## config.mk

```make
export PLATFORM = sky130hd
export DESIGN_NAME = reg_file_rename_flat
export DESIGN_NICKNAME = d
export VERILOG_FILES = /design/src/rtl/reg_file_rename_if.sv /design/src/rtl/reg_file_rename.sv /design/src/flat_wrapper.sv
export SDC_FILE = /design/constraint.sdc
export NUM_CORES = 2
export LEC_CHECK = 0
export BUFFER_PORTS_ARGS = -buffer_cell sky130_fd_sc_hd__buf_4
export CAP_MARGIN = 20
export CORE_ASPECT_RATIO = 1.5
export CORE_UTILIZATION = 30
export DETAILED_ROUTE_END_ITERATION = 16
export PLACE_DENSITY_LB_ADDON = 0.3
export SYNTH_ARGS = -nofsm -noshare
export SYNTH_HDL_FRONTEND = slang
export SYNTH_SLANG_ARGS = --single-unit
```

## constraint.sdc

```tcl
create_clock -name clk -period 2.45 [get_ports clk]
set_input_delay 0.1225 -clock clk [delete_from_list [all_inputs] [get_ports clk]]
set_output_delay 0.1225 -clock clk [all_outputs]
set_load 0.03 [all_outputs]
```

## src/rtl/reg_file_rename_if.sv

```systemverilog
// Decoder / ROB-commit side bundle of the renaming register file.
// master drives commits, assigns, flush and queries; slave returns operand values and tags.
interface reg_file_rename_if #(
  parameter int unsigned DATA_W    = 32,
  parameter int unsigned REG_W     = 5,
  parameter int unsigned ROB_TAG_W = 8
) ();
  logic                 ena;
  logic [REG_W-1:0]     in_commit_reg;
  logic [ROB_TAG_W-1:0] in_commit_rob;
  logic [DATA_W-1:0]    in_commit_value;
  logic                 in_assign_ena;
  logic [REG_W-1:0]     in_assign_reg;
  logic [ROB_TAG_W-1:0] in_assign_rob;
  logic                 in_misbranch;
  logic [REG_W-1:0]     in_query_reg1;
  logic [REG_W-1:0]     in_query_reg2;
  logic [DATA_W-1:0]    out_value1;
  logic [ROB_TAG_W-1:0] out_tag1;
  logic [DATA_W-1:0]    out_value2;
  logic [ROB_TAG_W-1:0] out_tag2;

  modport master (
    output ena, in_commit_reg, in_commit_rob, in_commit_value,
    output in_assign_ena, in_assign_reg, in_assign_rob, in_misbranch,
    output in_query_reg1, in_query_reg2,
    input  out_value1, out_tag1, out_value2, out_tag2
  );

  modport slave (
    input  ena, in_commit_reg, in_commit_rob, in_commit_value,
    input  in_assign_ena, in_assign_reg, in_assign_rob, in_misbranch,
    input  in_query_reg1, in_query_reg2,
    output out_value1, out_tag1, out_value2, out_tag2
  );
endinterface

```

## src/rtl/reg_file_rename.sv

```systemverilog
// Architectural register file with per-register pending ROB tags (tag 0 = value is final).
// Optional same-cycle commit forwarding on the query ports: define REGFILE_COMMIT_BYPASS_EN.
module reg_file_rename #(
  parameter int unsigned DATA_W    = 32,
  parameter int unsigned REG_W     = 5,
  parameter int unsigned ROB_TAG_W = 8
) (
  input  logic               clk,
  input  logic               rst,
  reg_file_rename_if.slave   rf_io
);

  localparam int unsigned NumRegs = 2 ** REG_W;

  logic [DATA_W-1:0]    value_q [NumRegs];
  logic [DATA_W-1:0]    value_d [NumRegs];
  logic [ROB_TAG_W-1:0] tag_q   [NumRegs];
  logic [ROB_TAG_W-1:0] tag_d   [NumRegs];

  always_comb begin
    for (int i = 0; i < NumRegs; i++) begin
      value_d[i] = value_q[i];
      tag_d[i]   = tag_q[i];
    end
    if (rf_io.ena) begin
      if (rf_io.in_commit_reg != '0) begin
        value_d[rf_io.in_commit_reg] = rf_io.in_commit_value;
        // A younger producer keeps ownership unless this commit is the latest rename.
        if (tag_q[rf_io.in_commit_reg] == rf_io.in_commit_rob) begin
          tag_d[rf_io.in_commit_reg] = '0;
        end
      end
      if (rf_io.in_misbranch) begin
        for (int i = 0; i < NumRegs; i++) begin
          tag_d[i] = '0;
        end
      end else if (rf_io.in_assign_ena && (rf_io.in_assign_reg != '0)) begin
        tag_d[rf_io.in_assign_reg] = rf_io.in_assign_rob;
      end
    end
    value_d[0] = '0;
    tag_d[0]   = '0;
  end

  always_ff @(posedge clk) begin
    if (!rst) begin
      for (int i = 0; i < NumRegs; i++) begin
        value_q[i] <= '0;
        tag_q[i]   <= '0;
      end
    end else begin
      for (int i = 0; i < NumRegs; i++) begin
        value_q[i] <= value_d[i];
        tag_q[i]   <= tag_d[i];
      end
    end
  end

  always_comb begin
    rf_io.out_value1 = value_q[rf_io.in_query_reg1];
    rf_io.out_tag1   = tag_q[rf_io.in_query_reg1];
    rf_io.out_value2 = value_q[rf_io.in_query_reg2];
    rf_io.out_tag2   = tag_q[rf_io.in_query_reg2];
`ifdef REGFILE_COMMIT_BYPASS_EN
    if (rf_io.ena && rst && (rf_io.in_commit_reg != '0)) begin
      if ((rf_io.in_query_reg1 == rf_io.in_commit_reg) &&
          (tag_q[rf_io.in_query_reg1] == rf_io.in_commit_rob)) begin
        rf_io.out_value1 = rf_io.in_commit_value;
        rf_io.out_tag1   = '0;
      end
      if ((rf_io.in_query_reg2 == rf_io.in_commit_reg) &&
          (tag_q[rf_io.in_query_reg2] == rf_io.in_commit_rob)) begin
        rf_io.out_value2 = rf_io.in_commit_value;
        rf_io.out_tag2   = '0;
      end
    end
`endif
  end

endmodule
```

## src/flat_wrapper.sv

```systemverilog
// flat-port wrapper written by rule: the top's interface ports become plain ports
module reg_file_rename_flat 
#(
  parameter int unsigned DATA_W    = 32,
  parameter int unsigned REG_W     = 5,
  parameter int unsigned ROB_TAG_W = 8
)
  (clk, rst, rf_io_ena, rf_io_in_commit_reg, rf_io_in_commit_rob, rf_io_in_commit_value, rf_io_in_assign_ena, rf_io_in_assign_reg, rf_io_in_assign_rob, rf_io_in_misbranch, rf_io_in_query_reg1, rf_io_in_query_reg2, rf_io_out_value1, rf_io_out_tag1, rf_io_out_value2, rf_io_out_tag2);
  reg_file_rename_if #(.DATA_W(DATA_W), .REG_W(REG_W), .ROB_TAG_W(ROB_TAG_W)) rf_io_i ();
  input  logic clk;
  input  logic rst;
  input wire logic [$bits(rf_io_i.ena)-1:0] rf_io_ena;
  input wire logic [$bits(rf_io_i.in_commit_reg)-1:0] rf_io_in_commit_reg;
  input wire logic [$bits(rf_io_i.in_commit_rob)-1:0] rf_io_in_commit_rob;
  input wire logic [$bits(rf_io_i.in_commit_value)-1:0] rf_io_in_commit_value;
  input wire logic [$bits(rf_io_i.in_assign_ena)-1:0] rf_io_in_assign_ena;
  input wire logic [$bits(rf_io_i.in_assign_reg)-1:0] rf_io_in_assign_reg;
  input wire logic [$bits(rf_io_i.in_assign_rob)-1:0] rf_io_in_assign_rob;
  input wire logic [$bits(rf_io_i.in_misbranch)-1:0] rf_io_in_misbranch;
  input wire logic [$bits(rf_io_i.in_query_reg1)-1:0] rf_io_in_query_reg1;
  input wire logic [$bits(rf_io_i.in_query_reg2)-1:0] rf_io_in_query_reg2;
  output wire logic [$bits(rf_io_i.out_value1)-1:0] rf_io_out_value1;
  output wire logic [$bits(rf_io_i.out_tag1)-1:0] rf_io_out_tag1;
  output wire logic [$bits(rf_io_i.out_value2)-1:0] rf_io_out_value2;
  output wire logic [$bits(rf_io_i.out_tag2)-1:0] rf_io_out_tag2;
  assign rf_io_i.ena = rf_io_ena;
  assign rf_io_i.in_commit_reg = rf_io_in_commit_reg;
  assign rf_io_i.in_commit_rob = rf_io_in_commit_rob;
  assign rf_io_i.in_commit_value = rf_io_in_commit_value;
  assign rf_io_i.in_assign_ena = rf_io_in_assign_ena;
  assign rf_io_i.in_assign_reg = rf_io_in_assign_reg;
  assign rf_io_i.in_assign_rob = rf_io_in_assign_rob;
  assign rf_io_i.in_misbranch = rf_io_in_misbranch;
  assign rf_io_i.in_query_reg1 = rf_io_in_query_reg1;
  assign rf_io_i.in_query_reg2 = rf_io_in_query_reg2;
  assign rf_io_out_value1 = rf_io_i.out_value1;
  assign rf_io_out_tag1 = rf_io_i.out_tag1;
  assign rf_io_out_value2 = rf_io_i.out_value2;
  assign rf_io_out_tag2 = rf_io_i.out_tag2;
  reg_file_rename #(.DATA_W(DATA_W), .REG_W(REG_W), .ROB_TAG_W(ROB_TAG_W)) u_core (.clk(clk), .rst(rst), .rf_io(rf_io_i));
endmodule
```

### After elaboration in Yosys (flattened, before gate mapping)

Memory sizes are Yosys's and may differ from the RTL's.
Cells that the tools add are included.

* flip-flop bits (word level): 0
* memory bits (writable): 1280
* logic and storage cells: 162
* memories kept: 2

Memory list
* u_core.value_q: depth 32, width 32, rd ports 34, clocked after Yosys merged registers in 0, write ports 32, line reg_file_rename.sv:15 `logic [DATA_W-1:0] value_q [NumRegs];`
* u_core.tag_q: depth 32, width 8, rd ports 35, clocked after Yosys merged registers in 0, write ports 32, line reg_file_rename.sv:17 `logic [ROB_TAG_W-1:0] tag_q [NumRegs];`

* order comparisons: 4
* equality and inequality tests: 1
* multiplexer cells: 82
* bitwise gates (word level): 68
* reductions and logical operators: 5

Operators with widths (count)
* 992-bit two-way mux: 2
* 32-bit two-way mux: 33
* 1024-bit bitwise mux: 1
* 256-bit two-way mux: 3
* 248-bit two-way mux: 3
* 8-bit two-way mux: 34
* 256-bit AND: 1
* 256-bit bitwise mux: 1
* 256-bit inverter: 1
* 32-bit demux with 5-bit select: 1
* 8-bit demux with 5-bit select: 2
* 1-bit bitwise OR: 64
* 6-bit greater-or-equal comparator, second input constant: 2
* 6-bit by 1-bit < comparator with 1-bit output, second input constant: 2
* 5-bit inverter with 6-bit output: 2
* 5-bit nonzero test: 2
* 8-bit == test: 1
* 1-bit logical AND: 3
* 1-bit two-way mux: 2

### Longest topological paths before layout

* depth after elaboration: 15
* gate-level depth with buffers: 13
* depth with buffers taken out: 9

### Worst setup path after synthesis

No wires, ideal clock.

* path type: input to output
* start: in rf_io_in_query_reg1[0]
* end: out rf_io_out_value1[10]
* data arrival time: 2.629 ns
* required time: 2.328 ns
* path slack: -0.302 ns
* stages: 6
* path buffers: 3
* path through: clkbuf_1 clkbuf_1 buf_1 mux4_2 mux4_2 mux2_2

* cells in the longest elaborated chain, start to end: 1

RTL lines
* from (decl): line flat_wrapper.sv:20 `input wire logic [$bits(rf_io_i.in_query_reg1)-1:0] rf_io_in_query_reg1;`
* memory 32 x 32 bit
* to (decl): line flat_wrapper.sv:22 `output wire logic [$bits(rf_io_i.out_value1)-1:0] rf_io_out_value1;`

Every way passes these cells.

==> out/metrics.yaml <==
status: "complete, but fails checks"
violations: "setup timing"
post_drt_via_cell_ratio: 5.70
relSlewSlack_pct: 18.7
drt-pass1-iter-count: 8
synth_top_cell_by_area: "dfxtp_1"
ys_seq_elements: 1240
p_seq_share_pct: 44.0
coreArea_sq_um: 229000
drive_above_1_share_pct: 30.7
post-route-min-period_ns: 3.08
switchingPower_mw: 11.9
critPathMaxFanout: 3
rsz0062_at_grt: "true"
worst_pin_slew_ns: 1.22
route.met3.wl_mm: 23.1
synth_area_sq_um: 69100
hold_end: "u_core.tag_q[8][7]$_SDFFE_PN0P_"
cts_buffer_depth: 4
drc: 0
grt_pass1_wl_mm: 443
synth-xor-area-share_pct: 0
fp.dieW_um: 394
synth_top_family_by_area: "multiplexers"
dp_cells: 10602
dp_hpwl_mm: 211
topRoutingLayerUsed: "met5"
yosys.area_share.simple_pct: 16.1
cts_tree: "built"
p_leak_nw: 29.5
grt-ovfl-total: 0
critPathCaptureType: "output port"
vias: 62595
crit_chain: "buf_6 -> mux4_2 -> mux4_2 -> mux2_4 -> buf_6"
drt_iter0_markers: 6165
power_frac_clock_pct: 46.5
antenna_found_initial: 13
crit_family: "multiplexers"
fin_area_sq_um: 87200
ios: 153
cpPeakStageDelay_ns: 0.69
syn_avg_cell_area_sq_um: 9.35
syn2layout_area_growth_pct: 26.1
cts.sinks: 1240
ys_types: 42
dr_wl_met2_mm: 153
synth_top_area_share_pct: 35.9
synth_cells: 7391
grt_max_degree: 276
power_density_nw_per_um2: 530
die_y_um: 590
criticalPathCategory: "reg2out"
grt_usage_pct: 26.2
internal_power_mw: 34.2
nets: 7922
instances_no_fill: 10991
setup_tns_ns: -108.35
start_kind: "flip-flop"
critical_path_buf_inv_count: 2
synthMuxAreaShare_pct: 27.8
clk_pin_slew_ns: 0.07
cpMaxStageDelayCell: "mux4_2"
totalWireLength_mm: 314
avgRoutedWirePerCell_um: 28.6
m1WireLength_mm: 110
fmax_mhz: 325
ant_nets: 0
synth_compound_area_share_pct: 16.0
critical_path_required_ns: 2.33
whs_ns: 0.145
fin_ws_ns: -0.628
worst-r2r-cell-count: 13
switching_share_pct: 25.9
synth_area_leaders: "dfxtp_1, mux4_2, nand2_1, a21boi_0, clkbuf_1"
setup_violations: 328
ys_seq_area_share_pct: 35.9
cp_data_arrival_time_ns: 2.96
yosys.area_share.adder_pct: 0
cts_buffers: 144
syn_nets: 7464
hold_path_depth: 6
maxCapViolations: 0
portBuffers: 152
r2r-start: "u_core.tag_q[6][5]$_SDFFE_PN0P_"
hp-class: "in2reg"
initial_core_util_pct: 30.2
first_global_vias: 61566
rows: 215
power_frac_comb_pct: 9.4
slew_violations: 0
gp_congestion: 1.01
fin_skew_ns: 0.0727
rrSetupSlack_ns: -0.44
die-area_sq_um: 232000
ys_warn_count: 0
hold_viol: 0
vdd_ir_drop_max_v: 0.000434
cts-root-buf: "clkbuf_16"
cts.htree.levels: 4
fin_crit_sh_pct: 126
min_from: "rf_io_in_commit_reg[1]"
clk_latency_ns: 0.81
placed_area_sq_um: 79900
r2r_end: "u_core.tag_q[16][0]$_SDFFE_PN0P_"
fin_util_pct: 38.1
==> registers in the layout, indices dropped and copies added, names as in the netlist <==
name,count
u_core.value_q,992
u_core.tag_q,248
==> cell families (layout without fill, tap and decap cells) <==
kind of cell,after synthesis,in the layout
muxes,1000,1000
and+or+nand+nor,2763,2763
buffers and inverters,753,1308
DFF,1240,1240
AOI/OAI and AO/OA,1635,1635
other,0,7
==> metrics by stage <==
step	setup slack, ns	power (mW)
after floorplan	-0.135	23.1
after global placement	-1.19	25.0
final	-0.628	46.2
after CTS	-0.587	46.5
after global routing	-0.624	47.4
after detailed placement	-1.12	25.0
==> cells in the final DEF (no fill, tap or decap), types with 6 or more instances in the layout <==
| cell type | n |
|---|---|
| buf_4 | 686 |
| clkbuf_16 | 148 |
| o22ai_1 | 52 |
| a22o_1 | 80 |
| dfxtp_4 | 41 |
| nand3_1 | 250 |
| dlygate4sd3_1 | 46 |
| clkinv_2 | 19 |
| clkbuf_8 | 30 |
| mux2i_2 | 8 |
| mux2_4 | 41 |
| a21boi_0 | 992 |
| mux2_2 | 119 |
| buf_6 | 112 |
| nand2_2 | 31 |
| nor2_4 | 55 |
| nand2_1 | 2063 |
| diode_2 | 7 |
| o21ai_1 | 129 |
| clkbuf_1 | 32 |
| dfxtp_2 | 91 |
| nor2_1 | 284 |
| mux2i_1 | 111 |
| nand4bb_1 | 6 |
| a21oi_1 | 248 |
| o21ai_2 | 77 |
| buf_12 | 211 |
| mux4_2 | 720 |
| dfxtp_1 | 1108 |
| and3_1 | 6 |
| and4_1 | 6 |
| o21ai_0 | 44 |
| buf_8 | 6 |
| nor4_4 | 7 |
==> synth_stat cells (all sizes together) <==
library cell / n
nand3b: 1
or3b: 1
mux2: 160
dfxtp: 1240
and4: 6
nor4: 10
mux4: 720
a22o: 80
nor4bb: 4
or3: 3
and3: 6
a22oi: 1
mux2i: 120
inv: 1
nor2: 342
nor2b: 9
a21boi: 992
and2: 5
buf: 91
or4b: 4
clkbuf: 661
o22ai: 56
nand4bb: 6
or2: 2
a31oi: 6
nand2b: 2
nand4: 2
and3b: 5
nand3: 250
a211oi: 2
nor3: 2
nand4b: 4
a21oi: 248
nor3b: 5
nand2: 2094
o21ai: 250
==> layer usage <==
metal  track usage (%)  vias up
met1              28.7    31029
met5                 0        -
met3              4.96     1178
met2              44.6     3122
li1                  -    27256
met4              20.4       10
==> power groups by stage <==
stage | Clock, mW | Sequential (mW) | Combinational (mW)
floorplan | 0 | 20.8 | 2.34
global placement | 0 | 20.8 | 4.18
detailed placement | 0 | 20.8 | 4.21
CTS | 21.9 | 20.3 | 4.31
global route | 22.6 | 20.3 | 4.50
finish | 21.5 | 20.3 | 4.35
==> what timing repair did <==
item	CTS	global route
endpoints found under the hold margin	1239	0
setup buffers	52	40
setup endpoints to repair	328	328
cloned	0	3
pin swaps	17	164
hold buffers	46	0
gates resized for setup	289	345
==> how the worst max path moves through the flow <==
stage                                           from                               end  slack (ns)  cells past startpoint
floorplan                     rf_io_in_commit_reg[1]  u_core.tag_q[16][0]$_SDFFE_PN0P_       -0.13                     12
global placement              rf_io_in_commit_reg[0]  u_core.tag_q[16][0]$_SDFFE_PN0P_       -1.19                     15
detailed placement            rf_io_in_commit_reg[0]  u_core.tag_q[16][4]$_SDFFE_PN0P_       -1.12                     15
CTS                 u_core.tag_q[15][7]$_SDFFE_PN0P_                 rf_io_out_tag1[7]       -0.59                      5
global route        u_core.tag_q[31][6]$_SDFFE_PN0P_                 rf_io_out_tag1[6]       -0.62                      5
finish              u_core.tag_q[25][5]$_SDFFE_PN0P_                 rf_io_out_tag1[5]       -0.63                      5
==> final cells by class <==
type / instances / area, sq um
Antenna cell: 7 / 17.5
Clock buffer: 207 / 4160
Clock inverter: 36 / 343
Fill cell: 22394 / 142000
Inverter: 1 / 3.75
Multi-Input combinational cell: 5398 / 42500
Sequential cell: 1240 / 25100
Tap cell: 3038 / 3800
Timing Repair Buffer: 1064 / 11300
==> worst reg2reg max path: stages (launching register included) <==
cell and delay [ns]:
dfxtp_1 0.35, mux2i_2 0.25, o22ai_1 0.13, nor2_1 0.16
nor4bb_4 0.36, a31oi_1 0.13, nor4_1 0.24, buf_4 0.15
nand4_1 0.10, buf_6 0.19, buf_12 0.16, nor4_4 0.24
buf_6 0.21, o21ai_2 0.06
No activity file was read; power rests on OpenSTA's default activity.
